**src/rtl/alu_reg_file.sv**
```systemverilog
// alu_reg_file: operand register file feeding the 8-bit ALU.
// Two combinational read ports (ALU A/B), one synchronous write port for the
// ALU result, a registered {V,C,Z} status flag set and a wrapping count of
// committed writes.
// Optional feature macro: ALU_REG_FILE_BYPASS_EN -- when defined, a read of
// the register being written in the same cycle returns wr_data, and flags
// shows the incoming ALU flags while flag_we is high.
module alu_reg_file #(
  parameter int DATA_W  = 8,
  parameter int ADDR_W  = 3,
  parameter int R0_ZERO = 1
) (
  input  logic              clk,
  input  logic              rst_n,
  input  logic [ADDR_W-1:0] ra_addr,
  input  logic [ADDR_W-1:0] rb_addr,
  output logic [DATA_W-1:0] rd_a,
  output logic [DATA_W-1:0] rd_b,
  input  logic              wr_en,
  input  logic [ADDR_W-1:0] wr_addr,
  input  logic [DATA_W-1:0] wr_data,
  input  logic              flag_we,
  input  logic              zero_in,
  input  logic              carry_in,
  input  logic              overflow_in,
  output logic [2:0]        flags,
  output logic [7:0]        wr_cnt
);

  localparam int NUM_REGS = 2 ** ADDR_W;

  logic [DATA_W-1:0] regs_q [NUM_REGS];
  logic [DATA_W-1:0] regs_d [NUM_REGS];
  logic [2:0]        flags_q, flags_d;
  logic [7:0]        wr_cnt_q, wr_cnt_d;
  logic              wr_commit;

  // Register 0 is hardwired to zero when R0_ZERO is set.
  function automatic logic is_r0(input logic [ADDR_W-1:0] addr);
    return (R0_ZERO != 0) && (addr == '0);
  endfunction

  // Read-port value for one address, including the optional same-cycle bypass.
  function automatic logic [DATA_W-1:0] read_port(input logic [ADDR_W-1:0] addr);
    logic [DATA_W-1:0] val;
    val = regs_q[addr];
`ifdef ALU_REG_FILE_BYPASS_EN
    if (wr_en && rst_n && (addr == wr_addr)) val = wr_data;
`endif
    if (is_r0(addr)) val = '0;
    return val;
  endfunction

  // A write commits only when enabled and not aimed at a hardwired-zero r0.
  assign wr_commit = wr_en && !is_r0(wr_addr);

  // Next-state for the register array, write counter and status flags.
  always_comb begin
    regs_d   = regs_q;
    wr_cnt_d = wr_cnt_q;
    flags_d  = flags_q;
    if (wr_commit) begin
      regs_d[wr_addr] = wr_data;
      wr_cnt_d        = wr_cnt_q + 8'd1;
    end
    if (flag_we) begin
      flags_d = {overflow_in, carry_in, zero_in};
    end
  end

  // State registers; reset clears everything and overrides any write.
  always_ff @(posedge clk) begin
    if (!rst_n) begin
      for (int i = 0; i < NUM_REGS; i++) regs_q[i] <= '0;
      wr_cnt_q <= '0;
      flags_q  <= '0;
    end else begin
      regs_q   <= regs_d;
      wr_cnt_q <= wr_cnt_d;
      flags_q  <= flags_d;
    end
  end

  // Combinational read ports and flag output.
  always_comb begin
    rd_a   = read_port(ra_addr);
    rd_b   = read_port(rb_addr);
    wr_cnt = wr_cnt_q;
`ifdef ALU_REG_FILE_BYPASS_EN
    flags  = flag_we ? {overflow_in, carry_in, zero_in} : flags_q;
`else
    flags  = flags_q;
`endif
  end

endmodule

```
**config.mk**
```make
export PLATFORM = sky130hd
export DESIGN_NAME = alu_reg_file
export DESIGN_NICKNAME = d
export VERILOG_FILES = /design/src/rtl/alu_reg_file.sv
export SDC_FILE = /design/constraint.sdc
export NUM_CORES = 1
export LEC_CHECK = 0
export ABC_AREA = 1
export BUFFER_PORTS_ARGS = -buffer_cell sky130_fd_sc_hd__buf_4
export CORE_UTILIZATION = 62
export DETAILED_ROUTE_END_ITERATION = 16
export GPL_ROUTABILITY_DRIVEN = 0
export PLACE_DENSITY = 0.91
export REMOVE_ABC_BUFFERS = 1
export SKIP_CTS_REPAIR_TIMING = 1
export SYNTH_ARGS = -nofsm -noshare
export SYNTH_HDL_FRONTEND = slang
export SYNTH_SLANG_ARGS = --single-unit
```
**constraint.sdc**
```tcl
create_clock -name clk -period 2.88 [get_ports clk]
set_input_delay 0 -clock clk [delete_from_list [all_inputs] [get_ports clk]]
set_output_delay 0 -clock clk [all_outputs]
set_load 0.05 [all_outputs]
```
# Word-level counts from Yosys, hierarchy flattened

Index checks and enable logic that the tools add are counted.
Widths: inputs -> output; s select.

Bits in registers: 75
Latch bits: 0
RAM bits: 0
ROM bits: 0
Word-level logic and storage cells: 35
Memories kept: 0

Add/sub/neg operators: 1
Multipliers: 0
Divide/modulo/power cells: 0
Magnitude comparators: 4
Equality and inequality tests: 0
Shifts and indexed selects: 0
Muxes and demuxes: 11
Bitwise gates (word level): 3
Reduce and logical (&&, ||, !) cells: 6

Operators with widths:

| cell                | number |
|---|---|
| $bwmux 64           | 1 |
| $mux 8              | 7 |
| $bmux 8 s3          | 2 |
| $demux 8 s3         | 1 |
| $ge 4x4->1 const B  | 3 |
| $not 3->4           | 3 |
| $logic_not 3->1     | 3 |
| $add 8x1->8 const B | 1 |
| $lt 4x1->1 const B  | 1 |
| $logic_and 1x1->1   | 2 |
| $logic_not 1->1     | 1 |

# Logic depth before layout (Yosys ltp)

Depth in word-level cells: 6
Depth in mapped cells: 7
Depth with buffers taken out: 7

# Worst setup path before layout

Ideal clock, no wire load.

Path type: reg2reg
From: register wr_cnt_q[1], in the netlist wr_cnt[1]
To: register wr_cnt_q[6], in the netlist wr_cnt[6]
Arrival: 1.453 ns
Required time: 2.816 ns
Slack: 1.363 ns
Stages on the path, launching flop included: 8
Path buffers: 0
Period minus slack after synthesis: 1.517 ns
Cells stage by stage: dfxtp_1 ha_1 nand2_1 nor2_1 nand2_1 nor2_1 nor2_1 nor2_1

Word-level cells in the longest chain between the ends: 1

RTL lines:

| item                     | line | text |
|---|---|---|
| start: declaration       | 35   | `logic [7:0] wr_cnt_q, wr_cnt_d;` |
| start signal: assignment | 79   | `wr_cnt_q <= wr_cnt_d;` |
| $add 8x1->8              | 64   | `wr_cnt_d = wr_cnt_q + 8'd1;` |

No other way between the ends.
A chain may end at the register's enable or synchronous reset.

==> run summary <==
The run finished, with violations left. The final reports fail on negative hold slack. The number of endpoints with negative hold slack in the final report was 4.

The number of antenna violations at the first check in global routing came out at 0. The run gives 66.0% as the initial standard-cell utilization of the core. The largest single stage delay on the critical path is 0.56 ns. The die covers 0.00677 mm2.

The flip-flop and latch count after synthesis was 75; the post-layout worst setup margin was 1.18 ns. The first detailed-routing pass took 5 iterations. In this run the critical register-to-register path is captured at flags[2]. Summing over every cut layer, the via total after detailed routing is 4359. The run gives -0.0638 ns as the final hold slack.

Setup violations remaining at the end of the flow were counted as 0. After floorplanning, the core was divided into 28 placement rows. The count of synthesis-stage warnings from yosys is 0, and the height of the die is 82.3 um. The run gives 0 as the final max-slew violation count. The layout cell share with drive strength beyond 1 is 12.4%, and the total grt overflow is 0. The average detailed-routed wire length per instance is 14.6 um, and the reported max-cap violation count is 0. The worst relative slew slack is 58.3%.

Based on the critical path, the design can be clocked at up to 587 MHz. The ratio of total power to cell area works out to 534 mW/mm2. The tools report the share of the core filled with cells in the final layout as 76.3%.

Among the stages of the critical path, the cell type that occurs most often is dlygate4sd3_1. Class of the most critical setup path: in -> reg. The run gives 9 as the number of buffers created by CTS. Summed over all nets, the half-perimeter wirelength after detailed placement is 7.44 mm. The clock transition at the registers of the reported paths is 0.08 ns. The number of placed I/O pins came out at 51.

For this design, the sink count on the clock tree is 75. The post-synthesis instance total is 635. The worst hold path begins at flag_we. Clock skew on the completed layout was measured at 0.00405 ns. Buffers placed on the I/O ports in this run total 50. The internal cell power was 1710 uW; the switching fraction of total power was 30.7%. The clock insertion delay at the later pin of the skew report came out at 0.36 ns. The tools report the startpoint kind of the worst setup timing path as an input pin.

For the all-layer global routing usage, the log shows 34.3%. For the total wirelength of the detailed-routed design, the log shows 11.1 mm. For the number of nets with antenna violations after detailed routing, the log shows 0. The logs give 3795 for the number of global-route vias before repair and 2 for the number of buffers on the longest clock path. The number of antenna diodes in the final layout is 0. The post-route minimum period was 1.70 ns; the reg2reg setup slack was 1.67 ns. Measured along the x axis, the die boundary spans 82.3 um. The count of cells along the worst register-to-register path was 3. The core region is 0.00606 mm2. The cell area that synthesis handed to floorplanning was 0.00400 mm2.

Per report_power, the combinational group accounts for 19.9% of the total. The worst path arrival time was 1.95 ns; the portion of the post-synthesis area used by sequential elements was 37.5%. Worst hold endpoint: flags[1]. The total leakage power is 0.00217 uW, and the average footprint of a synthesized cell is 6.30 um2. The peak supply drop is 0.000465 V. The final critical-path share of the clock period came out at 59.1%. Setup repair after global routing left no endpoint under its margin. Relative to the synthesized area, the layout overhead comes to 15.7%. The number of cells traversed by the worst hold path came out at 3. Entering global routing, the biggest net connects 76 pins.

The first-pass GRT wire length is 17.5 mm, and the critical path required time is 3.13 ns. TritonCTS built the clock tree. The clock network is responsible for 36.0% of the overall power.

The largest driver fanout on the critical path works out to 1. In the final timing run, aggregate negative setup slack is 0 ns. Clock tree synthesis selected as its root buffer the cell clkbuf_8.

The tightest min-delay check is of the in -> reg type. CTS built an H-tree with a depth of 3. The number of buffers and inverters on the critical path is 4. For this block, the initial DRC count from the detailed router was 631. Before CTS, the worst setup slack after placement is 1.37 ns. The kind of cell with the highest combined delay on the critical path was buffers and inverters. The slew at the pin with the worst max-slew slack is 0.626 ns. After detailed routing, the number of remaining DRC violations is 0. In this run, distinct cell masters in the synthesized netlist total 23. At the end of the flow, the number of nets in the layout was 703.

Of the total power, registers draw 44.1%. Element type at the critical path end: a flip-flop. The number of vias per cell was 5.75; the net switching power figure was 757 uW.

The worst register-to-register path begins at flags[2]. The cell type of the slowest stage on the worst timing path was dlygate4sd3_1. The critical path goes through dlygate4sd3_1 > buf_4 > nor2_1 > dlygate4sd3_1 > nor2_1 > dlygate4sd3_1.
[area by class of cell]
class / instances / area [um2]
fill: 463 / 1440
clock buffer: 10 / 128
clock inverter: 6 / 88.8
sequential: 75 / 1500
multi-input combinational: 468 / 2080
inverter: 62 / 234
tap: 75 / 93.8
timing repair buffer: 62 / 495
[kinds of logic after synthesis]
kind of cell | after synthesis | share of synthesized area, %
compound gates | 149 | 18.9
buf+inv | 92 | 10.3
flops | 75 | 37.5
simple gates | 318 | 32.9
fa+ha+maj | 1 | 0.313
[power by group through the flow]
stage	Sequential (uW)	Clock [uW]	Combinational (uW)
6_report	1090	888	492
5_1_grt	1090	936	533
4_1_cts	1090	892	468
3_5_place_dp	1110	0	465
3_3_place_gp	1110	0	453
2_1_floorplan	1130	0	279
[worst max-delay path by stage]
stage | startpoint | to | slack (ns) | cells after the start
final | zero_in | flags[0] | 1.18 | 6
after global routing | zero_in | flags[0] | 1.13 | 6
after CTS | ra_addr[0] | rd_a[6] | 1.36 | 6
after detailed placement | ra_addr[0] | rd_a[6] | 1.37 | 6
after global placement | ra_addr[0] | rd_a[3] | 1.44 | 6
after floorplan | wr_cnt[1] | wr_cnt[6] | 1.36 | 7
[worst register-to-register path, delay by kind of cell (launching register included)]
| family | cells | cell delay [ns] |
|---|---|---|
| AO/OA/AOI/OAI | 1 | 0.16 |
| buffers and inverters | 1 | 0.56 |
| flip-flops | 1 | 0.32 |
| AND/OR/NAND/NOR | 1 | 0.06 |
[state kept, by name (all words and copies together), names as in the netlist]
register  cells
flags         3
regs_q       64
wr_cnt        8
[metrics by stage]
step	instances	instance area, um2	total power (uW)	hold WS, ns
3_5_place_dp	730	4290	1580	0.230
3_3_place_gp	730	4290	1560	0.222
2_1_floorplan	605	3820	1410	0.0976
4_1_cts	746	4510	2450	-0.141
5_1_grt	758	4630	2560	0.00165
6_report	758	4630	2470	-0.0638
[layer usage]
metal | track usage, % | routed length [um] | vias to the layer above
li1 | - | - | 2116
met1 | 41.9 | 4530 | 1912
met2 | 56.0 | 5150 | 269
met3 | 7.36 | 954 | 62
met4 | 19.1 | 475 | 0
met5 | 0 | 0 | -
[placed cells by master, fill, tap and decap left out, types with 3 or more instances in the layout]
cell type and instances:
o21ai_0 103, o21ai_1 8, buf_4 50, dfxtp_1 75, nor2_1 147, dlygate4sd3_1 12, inv_2 6, nor2_4 3
nand3_1 54, nand2_2 6, inv_1 55, a21oi_1 37, nand2_1 105, clkbuf_8 9
[Yosys cell counts (all sizes together)]
cell type / count / area, um2
clkbuf: 5 / 20.0
ha: 1 / 12.5
nand3: 55 / 280
a21oi: 38 / 201
o21ai: 111 / 556
dfxtp: 75 / 1500
inv: 61 / 229
nand2: 112 / 443
buf: 25 / 159
nor2: 151 / 592
clkinv: 1 / 5.00
(Power assumes the default switching activity.)
